<file path="config.mk">
export PLATFORM = sky130hd
export DESIGN_NAME = sync_updown_counter_mod_nbit_flat
export DESIGN_NICKNAME = d
export VERILOG_FILES = /design/src/rtl/sync_updown_counter_mod_nbit_if.sv /design/src/rtl/sync_updown_counter_mod_nbit.sv /design/src/flat_wrapper.sv
export SDC_FILE = /design/constraint.sdc
export NUM_CORES = 1
export LEC_CHECK = 0
export ABC_AREA = 0
export BUFFER_PORTS_ARGS = -buffer_cell sky130_fd_sc_hd__buf_2
export CAP_MARGIN = 20
export CORE_MARGIN = 2
export CORE_UTILIZATION = 30
export CTS_BUF_LIST = sky130_fd_sc_hd__clkbuf_16
export DETAILED_ROUTE_END_ITERATION = 8
export PLACE_DENSITY = 0.55
export SETUP_SLACK_MARGIN = 0.02
export SLEW_MARGIN = 20
export SYNTH_ARGS = -nofsm -noshare
export SYNTH_HDL_FRONTEND = slang
export SYNTH_SLANG_ARGS = --single-unit
</file>
<file path="constraint.sdc">
create_clock -name clk -period 4.8 [get_ports clk]
set_input_delay 0.24 -clock clk [delete_from_list [all_inputs] [get_ports clk]]
set_output_delay 0.24 -clock clk [all_outputs]
set_load 0.01 [all_outputs]
</file>
<file path="src/rtl/sync_updown_counter_mod_nbit_if.sv">
// Control and status bundle for the n-bit up/down counter.
// master drives controls; slave is the counter itself.
interface sync_updown_counter_mod_nbit_if #(
  parameter int n = 7
);
  logic         clear;
  logic         load;
  logic [n-1:0] D;
  logic         en;
  logic         up_down;
  logic [n-1:0] max_val;
  logic [n-1:0] Q;
  logic         tc;
  logic         ovf;

  modport master (
    output clear, load, D, en, up_down, max_val,
    input  Q, tc, ovf
  );

  modport slave (
    input  clear, load, D, en, up_down, max_val,
    output Q, tc, ovf
  );
endinterface

</file>
<file path="src/rtl/sync_updown_counter_mod_nbit.sv">
// Synchronous n-bit up/down counter with runtime modulus,
// load, clear, wrap/saturate and chainable terminal count.
module sync_updown_counter_mod_nbit #(
  parameter int n        = 7,
  parameter bit SATURATE = 1'b0
) (
  input logic                           clk,
  input logic                           reset,
  sync_updown_counter_mod_nbit_if.slave bus
);

  logic [n-1:0] q_r;
  logic [n-1:0] q_nxt;
  logic         ovf_r;
  logic         ovf_nxt;
  logic         at_top;
  logic         at_zero;
  logic         hit;

  // Boundary detect; >= so a loaded value above max_val wraps up.
  always_comb begin
    at_top  = (q_r >= bus.max_val);
    at_zero = (q_r == '0);
    hit     = bus.up_down ? at_top : at_zero;
  end

  // Next count and sticky flag, priority clear > load > en.
  always_comb begin
    q_nxt   = q_r;
    ovf_nxt = ovf_r;
    if (bus.clear) begin
      q_nxt   = '0;
      ovf_nxt = 1'b0;
    end else if (bus.load) begin
      q_nxt = bus.D;
    end else if (bus.en) begin
      if (hit) ovf_nxt = 1'b1;
      if (bus.up_down) begin
        if (at_top) q_nxt = SATURATE ? q_r : '0;
        else        q_nxt = q_r + 1'b1;
      end else begin
        if (at_zero) q_nxt = SATURATE ? '0 : bus.max_val;
        else         q_nxt = q_r - 1'b1;
      end
    end
  end

  // Count and flag registers.
  always_ff @(posedge clk or posedge reset) begin
    if (reset) begin
      q_r   <= '0;
      ovf_r <= 1'b0;
    end else begin
      q_r   <= q_nxt;
      ovf_r <= ovf_nxt;
    end
  end

  assign bus.Q   = q_r;
  assign bus.ovf = ovf_r;
  assign bus.tc  = bus.en & hit;

endmodule

</file>
<file path="src/flat_wrapper.sv">
// flat-port wrapper written by rule: the top's interface ports become plain ports
module sync_updown_counter_mod_nbit_flat 
#(
  parameter int n        = 7,
  parameter bit SATURATE = 1'b0
)
  (clk, reset, bus_clear, bus_load, bus_D, bus_en, bus_up_down, bus_max_val, bus_Q, bus_tc, bus_ovf);
  sync_updown_counter_mod_nbit_if #(.n(n)) bus_i ();
  input logic clk;
  input logic reset;
  input wire logic [$bits(bus_i.clear)-1:0] bus_clear;
  input wire logic [$bits(bus_i.load)-1:0] bus_load;
  input wire logic [$bits(bus_i.D)-1:0] bus_D;
  input wire logic [$bits(bus_i.en)-1:0] bus_en;
  input wire logic [$bits(bus_i.up_down)-1:0] bus_up_down;
  input wire logic [$bits(bus_i.max_val)-1:0] bus_max_val;
  output wire logic [$bits(bus_i.Q)-1:0] bus_Q;
  output wire logic [$bits(bus_i.tc)-1:0] bus_tc;
  output wire logic [$bits(bus_i.ovf)-1:0] bus_ovf;
  assign bus_i.clear = bus_clear;
  assign bus_i.load = bus_load;
  assign bus_i.D = bus_D;
  assign bus_i.en = bus_en;
  assign bus_i.up_down = bus_up_down;
  assign bus_i.max_val = bus_max_val;
  assign bus_Q = bus_i.Q;
  assign bus_tc = bus_i.tc;
  assign bus_ovf = bus_i.ovf;
  sync_updown_counter_mod_nbit #(.n(n), .SATURATE(SATURATE)) u_core (.clk(clk), .reset(reset), .bus(bus_i));
endmodule
</file>
---- After elaboration in Yosys (flattened, before gate mapping) ----
Cells that the tools add are included.
cells by class
  muxes and demuxes ....................... 11
  add/sub/neg operators ................... 2
  equality and inequality tests ........... 1
  magnitude comparators ................... 1
  bitwise operators ....................... 1
  reduce and logical (&&, ||, !) cells .... 5
operator list
  operator                                          count
  two-way mux 7 bit                                 6
  adder 7 x 1 -> 7 bit, second input constant       1
  >= comparator 7 bit                               1
  zero test 7 bit                                   1
  subtractor 7 x 1 -> 7 bit, second input constant  1
  two-way mux 1 bit                                 5
  nonzero test 2 bit                                2
  AND reduction 3 bit                               1
  nonzero test 3 bit                                1
  != test 2 bit, second input constant              1
  AND 1 bit                                         1
storage, ports and cells
  input bits .............................. 20
  bits in registers ....................... 8

---- Depth between registers and ports, before layout ----
Gate-level depths: netlist of run 1.
  depth in word-level cells ............... 6
  mapped depth ............................ 7
  mapped depth without buffers ............ 7

---- Worst setup path after synthesis of run 1 ----
OpenSTA, ideal clock, no wires.
  path kind ............................... register to output
  start point ............................. reg u_core.q_r[5] (netlist: u_core.bus.Q[5])
  end point ............................... out bus_tc
  cell stages (with the launch flop) ...... 7
  setup slack ............................. 2.676 ns
  data arrival time ....................... 1.884 ns
  cells stage by stage .................... dfrtp_1 > ha_1 > a21o_1 > a2111oi_2 > o21ai_2 > a21boi_0 > and2_1
between the ends
  cells in the longest elaborated chain, start to end .. 3
RTL lines
  element                                                 RTL line                                                                RTL
  start: declaration                                      sync_updown_counter_mod_nbit.sv:12                                      logic [n-1:0] q_r;
  start signal: assignment                                sync_updown_counter_mod_nbit.sv:54                                      q_r <= q_nxt;
  >= comparator 7 bit or zero test 7 bit (tied branches)  sync_updown_counter_mod_nbit.sv:22, sync_updown_counter_mod_nbit.sv:23
  two-way mux 1 bit (*)                                   sync_updown_counter_mod_nbit.sv:24                                      hit = bus.up_down ? at_top : at_zero;
  AND 1 bit (*)                                           sync_updown_counter_mod_nbit.sv:61                                      assign bus.tc = bus.en & hit;
  end: declaration                                        flat_wrapper.sv:18                                                      output wire logic [$bits(bus_i.tc)-1:0] bus_tc;
Every way passes the cells marked *; elsewhere a longest branch is shown, timed or not.

---- Final worst setup path of run 1 ----
  start point ............................. reg u_core.q_r[4] (netlist: u_core.bus.Q[4])
  end point ............................... out bus_tc
Same word-level chain as after synthesis.

==> results of run 1 <==
worst max-delay path, cell delays in order (launching register included):
cell and delay (ps):
dfrtp_1 580, ha_1 320, and4_1 190, a2111oi_2 360
o21ai_2 210, a21boi_0 180, and2_1 170, buf_2 130
report_power, final:
| group | internal [mW] | switching [mW] |
|---|---|---|
| Combinational | 0.0608 | 0.0714 |
| Clock | 0.108 | 0.0351 |
| Sequential | 0.0746 | 0.0185 |
| Total | 0.243 | 0.125 |
per-stage QoR:
stage / instance area, µm² / utilization / std cells / total power [mW]
3_5_place_dp: 1160 / 0.354 / 190 / 0.226
5_1_grt: 1250 / 0.379 / 194 / 0.392
3_3_place_gp: 1160 / 0.354 / 190 / 0.223
6_report: 1250 / 0.379 / 194 / 0.368
4_1_cts: 1250 / 0.379 / 194 / 0.371
2_1_floorplan: 1010 / - / 123 / 0.192
repair_timing:
action,in CTS,in global routing
hold buffers,1,0
hold endpoints to repair,8,0
gates resized for setup,0,0
endpoints found under the setup margin,0,0
cell usage after synthesis, types with 3 or more instances:
| cell type | n | area (µm²) |
|---|---|---|
| a21o_1 | 3 | 22.5 |
| a21oi_1 | 8 | 40.0 |
| dfrtp_1 | 8 | 200 |
| ha_1 | 10 | 125 |
| inv_1 | 12 | 45.0 |
| nand2_1 | 9 | 33.8 |
| nand2b_1 | 5 | 31.3 |
| nand3_1 | 3 | 15.0 |
| nor2_1 | 9 | 33.8 |
| nor3_1 | 3 | 15.0 |
| o21ai_0 | 3 | 15.0 |
| o31ai_1 | 3 | 22.5 |
| xor2_1 | 3 | 26.3 |
how the worst min path moves through the flow:
stage,end,slack (ps),start,cells after the start
floorplan,u_core.bus.Q[0],60,reset,1
global placement,u_core.bus.Q[5],220,reset,2
detailed placement,u_core.bus.Q[5],220,reset,2
CTS,u_core.bus.ovf,290,bus_clear,2
global route,u_core.bus.ovf,320,bus_clear,2
finish,u_core.bus.ovf,290,bus_clear,2
cell families after synthesis:
group / Yosys count / share of synthesized area
adder cells (fa/ha/maj): 10 / 0.124
buffers and inverters: 19 / 0.0916
flip-flops: 8 / 0.198
XOR/XNOR: 5 / 0.0433
AO/OA/AOI/OAI: 36 / 0.274
AND/OR/NAND/NOR: 42 / 0.239
multiplexers: 3 / 0.0309
final cells by class:
cell class                 count  area (µm²)
clock buffer                   3        75.1
fill                         359        2040
inverter                      12        45.0
multi-input combinational     96         718
sequential                     8         200
tap                           46        57.6
timing repair buffer          29         150
metal layers:
| layer | GRT usage | vias up | share of wire |
|---|---|---|---|
| li1 | - | 498 | - |
| met5 | 0 | - | 0 |
| met1 | 0.229 | 467 | 0.50 |
| met3 | 0.0228 | 5 | 0.041 |
| met2 | 0.256 | 26 | 0.44 |
| met4 | 0.0729 | 0 | 0.022 |
sequential cells by signal, indices dropped and copies added (netlist names):
signal,cells
u_core.bus.Q,7
u_core.bus.ovf,1
==> impl_metrics.toml, run 1 <==
[status]
status = "completed"

[cts]
cts_num_sinks = 8
htree_levels = 1
cts_tree = "built"
cts.path.max_buffers = 2
cts_root_buffer = "clkbuf_16"
cts_buffers = 3
path_clk_slew_ps = 40
worst_skew_pair.late_latency_ps = 240
post_cts.repair.setup_buffers = 0

[finish]
diodes = 0
drive_gt1_frac = 0.284
layout.nets = 180
final_cell_mix = "28 x buf_2, 12 x inv_1, 10 x ha_1, 9 x nor2_1, 9 x nand2_1"
syn2layout_area_growth_pct = 23.3
final_common_cell = "buf_2"

[logic_synthesis]
async_flop_share = 1.00
ys_ff_latch = 8
syn_area_um2 = 1010
synth-edff-count = 0
postSynthAreaPerCell_um2 = 8.22
ys_types = 50
synthFlopType = "dfrtp_1"
syn_nets = 153
syn_inst = 123
yosysSeqAreaShare = 0.198
synth-warning-count = 0

[timing]
setup_ws_ps = 2180
rsz0062_at_grt = "no"
final.min_clock_period_ps = 2620
fin_worst_skew_ps = 1.00
timing.final.max_slew_violations = 0
fin_crit_sh = 0.547
final_hold_viol_count = 0
setup_viol = 0
slew_headroom = 0.493
hold_ws_ps = 290
fin_tns_setup_ps = 0
tightest_slew_ps = 754
fmaxAchievable_mhz = 381

[critical_path]
crit-reg2reg-capture = "u_core.bus.Q[0]"
criticalPathCategory = "reg -> out"
cp-start-kind = "flip-flop"
r2r-start = "u_core.bus.Q[4]"
cp-startpoint = "u_core.bus.Q[4]"
cp_max_fo = 10
end_kind = "output port"
crit_end = "bus_tc"
ff2ff_path_depth = 6
cp.arrival_ps = 2380
cp.required_ps = 4560
rrSetupSlack_ps = 2590

[detailed_routing]
num_vias = 996
drtIter0Drc = 63
wl_per_cell_um = 14.5
drt_pass1_iterations = 4
postRouteAntennaNets = 0
totalWireLength_mm = 2.81
drcViolationCount = 0
routed_via_density = 5.13

[global_routing]
antenna_found_initial = 0
grt_pass1_vias = 976
overflow = 0
grt_usage = 0.166
grt_max_degree = 13
grt_pass1_wl_mm = 4.57

[floorplanning]
fp.dieW_um = 62.1
start_util = 0.308
core_um2 = 3280
fp.dieH_um = 62.1
row_count = 21
dieArea_um2 = 3850
pin_count = 29

[worst_hold_path]
hold_path_class = "in -> reg"

[placement]
io_buffers = 28
place_ws_ps = 2440
gp_congestion = 0.834
hpwlAfterDp_mm = 2.22

[job]
maxCapViolations = 0

[power_and_ir_drop]
power_density_nw_per_um2 = 295
p_leak_nw = 0.614
peakVddDrop_mv = 0.0957
Note: power is estimated with default switching activity, not from simulation.
==> run 2: changes to the inputs <==
Settings changed: PLACE_DENSITY 0.55 to 0.57.
Clock period 4.8 ns to 2.2 ns, I/O delays scaled along.
==> run 2 against run 1 <==
- global-route usage grew 1.0 points
- critical path depth grew 1
- count of clock-buffer cells in the layout is the same
- final area grew 9.5%
- setup slack lost 2100 ps
- power grew 130%
- die area is the same
- register-to-register slack lost 2500 ps
- sequential power grew 95%
- hold slack lost 140 ps
- critical endpoint is now u_core.bus.Q[5]
==> impl_metrics.toml, run 2 (same netlist as run 1, synthesis figures left out) <==
[detailed_routing]
drt_pass1_iterations = 4
wl_per_cell_um = 14.5
routed_via_density = 5.26
totalWireLength_mm = 2.93
postRouteAntennaNets = 0
drcViolationCount = 0
num_vias = 1063
drtIter0Drc = 38

[job]
maxCapViolations = 0

[cts]
cts.path.max_buffers = 2
worst_skew_pair.late_latency_ps = 240
cts_buffers = 3
htree_levels = 1
cts_root_buffer = "clkbuf_16"
path_clk_slew_ps = 40
cts_num_sinks = 8
cts_tree = "built"

[critical_path]
cp_max_fo = 8
critPathSlowestCell = "dfrtp_1"
critical_path.most_common_cell = "buf_4"
cp_cell_sequence = "ha_4 > and4_4 > a2111oi_4 > o21ai_2 > buf_4 > buf_4 > o31a_1 > o221ai_1"
end_kind = "flip-flop"
cpLargestDelayFamily = "compound AO/OA/AOI/OAI gates"
cp.arrival_ps = 2250
criticalPathCategory = "reg -> reg"
cp-start-kind = "flip-flop"
path_buf_inv = 2
cp.required_ps = 2350
slowest_delay_ps = 400

[floorplanning]
row_count = 21
fp.dieW_um = 62.1
dieArea_um2 = 3850
pin_count = 29
core_um2 = 3280
fp.dieH_um = 62.1
start_util = 0.308

[timing]
final_hold_viol_count = 0
final.min_clock_period_ps = 2100
fin_tns_setup_ps = 0
fmaxAchievable_mhz = 476
timing.final.max_slew_violations = 0
setup_viol = 0
fin_worst_skew_ps = 0.769
fin_crit_sh = 0.954
rsz0062_at_grt = "no"
tightest_slew_ps = 684
slew_headroom = 0.540

[worst_hold_path]
hold_path_class = "in -> reg"

[global_routing]
antenna_found_initial = 0
grt_pass1_vias = 1030
overflow = 0
grt_usage = 0.176
grt_pass1_wl_mm = 4.80
grt_max_degree = 13

[finish]
final_common_cell = "buf_2"
fin_cells = 202
largest_reg_flops = 7
final_cell_mix = "28 x buf_2, 12 x inv_1, 9 x nor2_1, 9 x nand2_1"
syn2layout_area_growth_pct = 35.0
drive_gt1_frac = 0.353
layout.nets = 188
diodes = 0

[placement]
io_buffers = 28
dp_cells = 196
hpwlAfterDp_mm = 2.27
gp_congestion = 0.837

[status]
status = "completed"

[power_and_ir_drop]
p_leak_nw = 0.657
total_power_mw = 0.854
power_density_nw_per_um2 = 626
peakVddDrop_mv = 0.466
==> run 2: final cells by class <==
cell class	instances	area, µm²
fillers	344	1920
inverters	12	45.0
multi-input cells	96	777
clock buffers	3	75.1
well taps	46	57.6
repair buffers	37	210
flip-flops and latches	8	200
==> run 2: per-layer routing <==
metal,track usage,vias up,routed length [µm]
met3,0.0331,5,234
met1,0.233,501,1280
li1,-,516,-
met5,0,-,0
met2,0.275,41,1360
met4,0.0821,0,58
==> run 2: where the power goes <==
part,switching [mW],internal (mW),total (mW),leakage (nW)
clock network,0.0769,0.235,0.312,0.0370
registers,0.0182,0.163,0.181,0.106
logic,0.194,0.168,0.361,0.514
total,0.289,0.565,0.854,0.657
==> run 2: worst register-to-register path, delay by kind of cell (launching register included) <==
| kind | cells | cell delay, ps |
|---|---|---|
| buffers and inverters | 2 | 290 |
| AND/OR/NAND/NOR | 1 | 190 |
| AO/OA/AOI/OAI | 4 | 850 |
| flip-flops | 1 | 400 |
| adder cells (fa/ha/maj) | 1 | 270 |
==> run 2: through the flow <==
step	worst slack [ps]	hold WS, ps	area [µm²]	utilization
floorplan	161	-74.3	1010	-
global placement	148	91.3	1210	0.367
detailed placement	100	94.6	1210	0.367
CTS	40.4	145	1340	0.407
global route	30.3	179	1370	0.416
finish	101	151	1370	0.416
==> run 2: timing repair <==
item,in CTS,in global routing
hold buffers,1,0
pin swaps,0,1
hold endpoints to repair,8,0
gates resized for setup,3,4
setup buffers,1,1
endpoints found under the setup margin,1,1
==> run 2: final timing paths <==
path,start,to,depth (start not counted),slack (ps)
setup / recovery,u_core.bus.Q[6],u_core.bus.Q[5],8,100
hold / removal,bus_clear,u_core.bus.ovf,2,150
setup reg to reg,u_core.bus.Q[6],u_core.bus.Q[5],8,100
hold reg to reg,u_core.bus.ovf,u_core.bus.ovf,2,490
max in group asynchronous,reset,u_core.bus.Q[3],3,1570
min in group asynchronous,reset,u_core.bus.ovf,3,370
==> run 3: changes to the inputs <==
Settings changed: CORE_UTILIZATION 30 to 40, PLACE_DENSITY 0.57 to 0.71.
==> run 3 against run 2 <==
- register-to-register slack improved by 110 ps
- die area shrank 23%
- hold slack better by 6.9 ps
- critical path depth shrank 1
- count of clock-buffer cells in the layout stayed put
- cell count is 8.4% lower
==> impl_metrics.toml, run 3 (same netlist as run 1, synthesis figures left out) <==
[power_and_ir_drop]
p_sw_mw = 0.275
p_int_mw = 0.560
pwr-share-clk = 0.359
swShare = 0.330
combPwrFrac = 0.423
power_density_nw_per_um2 = 629
p_leak_nw = 0.651
p_seq_frac = 0.218
total_power_mw = 0.835
peakVddDrop_mv = 0.702

[timing]
hold_ws_ps = 158
tightest_slew_ps = 746
fin_worst_skew_ps = 0.937
fin_crit_sh = 0.942
slew_headroom = 0.499
setup_ws_ps = 127
rsz0062_at_grt = "no"
fin_tns_setup_ps = 0
timing.final.max_slew_violations = 0
final_hold_viol_count = 0
setup_viol = 0
final.min_clock_period_ps = 2070
fmaxAchievable_mhz = 482

[status]
status = "completed"

[finish]
layout.nets = 187
finish.instance_area_um2 = 1330
drive_gt1_frac = 0.348
fin_cells = 185
largest_reg_flops = 7
final_cell_mix = "28 x buf_2, 12 x inv_1, 9 x nor2_1, 9 x nand2_1"
syn2layout_area_growth_pct = 31.3
nFillCells = 247
final_common_cell = "buf_2"
diodes = 0
post-route-util = 0.546

[placement]
placed_area_um2 = 1190
io_buffers = 28
dp_cells = 180
place_ws_ps = 130
gp_congestion = 0.880
hpwlAfterDp_mm = 2.11

[critical_path]
cp-startpoint = "u_core.bus.Q[4]"
cp.required_ps = 2090
crit-reg2reg-capture = "u_core.bus.Q[5]"
end_kind = "output port"
crit_end = "bus_tc"
r2r-start = "u_core.bus.Q[4]"
cp_max_fo = 2
rrSetupSlack_ps = 210
cp.arrival_ps = 1960
ff2ff_path_depth = 7
criticalPathCategory = "reg -> out"
cp-start-kind = "flip-flop"

[cts]
worst_skew_pair.late_latency_ps = 230
cts_buffers = 3
cts_root_buffer = "clkbuf_16"
cts_num_sinks = 8
htree_levels = 1
path_clk_slew_ps = 40
cts_tree = "built"
cts.path.max_buffers = 2

[global_routing]
grt_max_degree = 13
grt_usage = 0.207
overflow = 0
grt_pass1_vias = 998
grt_pass1_wl_mm = 4.46
antenna_found_initial = 0

[detailed_routing]
num_vias = 1065
totalWireLength_mm = 2.80
drt_pass1_iterations = 4
wl_per_cell_um = 15.1
routed_via_density = 5.76
drtIter0Drc = 26
postRouteAntennaNets = 0
drcViolationCount = 0

[floorplanning]
start_util = 0.416
dieArea_um2 = 2950
pin_count = 29
row_count = 18
fp.dieH_um = 54.3
fp.dieW_um = 54.3
core_um2 = 2430

[job]
maxCapViolations = 0

[worst_hold_path]
hold_path_class = "in -> reg"
## run 3: cell count changes in the layout (fill, tap and decap cells not counted), sizes merged
cell	delta
buf	-1
## run 3: area by class of cell
| cell class | count | area [µm²] | share of cell area |
|---|---|---|---|
| repair buffers | 36 | 203 | 0.153 |
| inverters | 12 | 45.0 | 0.0339 |
| clock buffers | 3 | 75.1 | 0.0566 |
| well taps | 30 | 37.5 | 0.0283 |
| flip-flops and latches | 8 | 201 | 0.152 |
| multi-input cells | 96 | 766 | 0.577 |
## run 3: repair_timing
item,CTS,global route
gates resized for setup,3,4
cloned,0,0
hold buffers,1,0
pin swaps,0,5
hold endpoints to repair,8,0
setup endpoints to repair,1,1
setup buffers,1,0
## run 3: power by group through the flow
stage	Combinational [mW]	Clock, mW	Sequential (mW)
floorplan	0.227	0	0.192
global placement	0.321	0	0.180
detailed placement	0.329	0	0.181
CTS	0.348	0.306	0.181
global route	0.389	0.320	0.183
finish	0.354	0.300	0.182
## run 3: critical path, stage by stage, from the launching register on
cell       delay [ps]
dfrtp_1           370
ha_1              300
and4_1            210
a2111oi_4         300
o21ai_2           110
a21boi_2          170
and2_1            140
buf_2             130
## run 3: layer usage
layer / up-vias / wire length (µm) / GRT usage
met3: 2 / 173 / 0.0464
met2: 35 / 1380 / 0.353
met5: - / 0 / 0
met1: 511 / 1230 / 0.273
li1: 517 / - / -
met4: 0 / 9 / 0.0292
## run 3: how the worst min path moves through the flow
stage,from,endpoint,slack (ps),cells after the start
after global routing,bus_clear,u_core.bus.ovf,180,2
final,bus_clear,u_core.bus.ovf,160,2
after CTS,bus_clear,u_core.bus.ovf,150,2
after floorplan,reset,u_core.bus.Q[0],-70,1
after detailed placement,reset,u_core.bus.Q[4],80,2
after global placement,reset,u_core.bus.Q[4],80,2
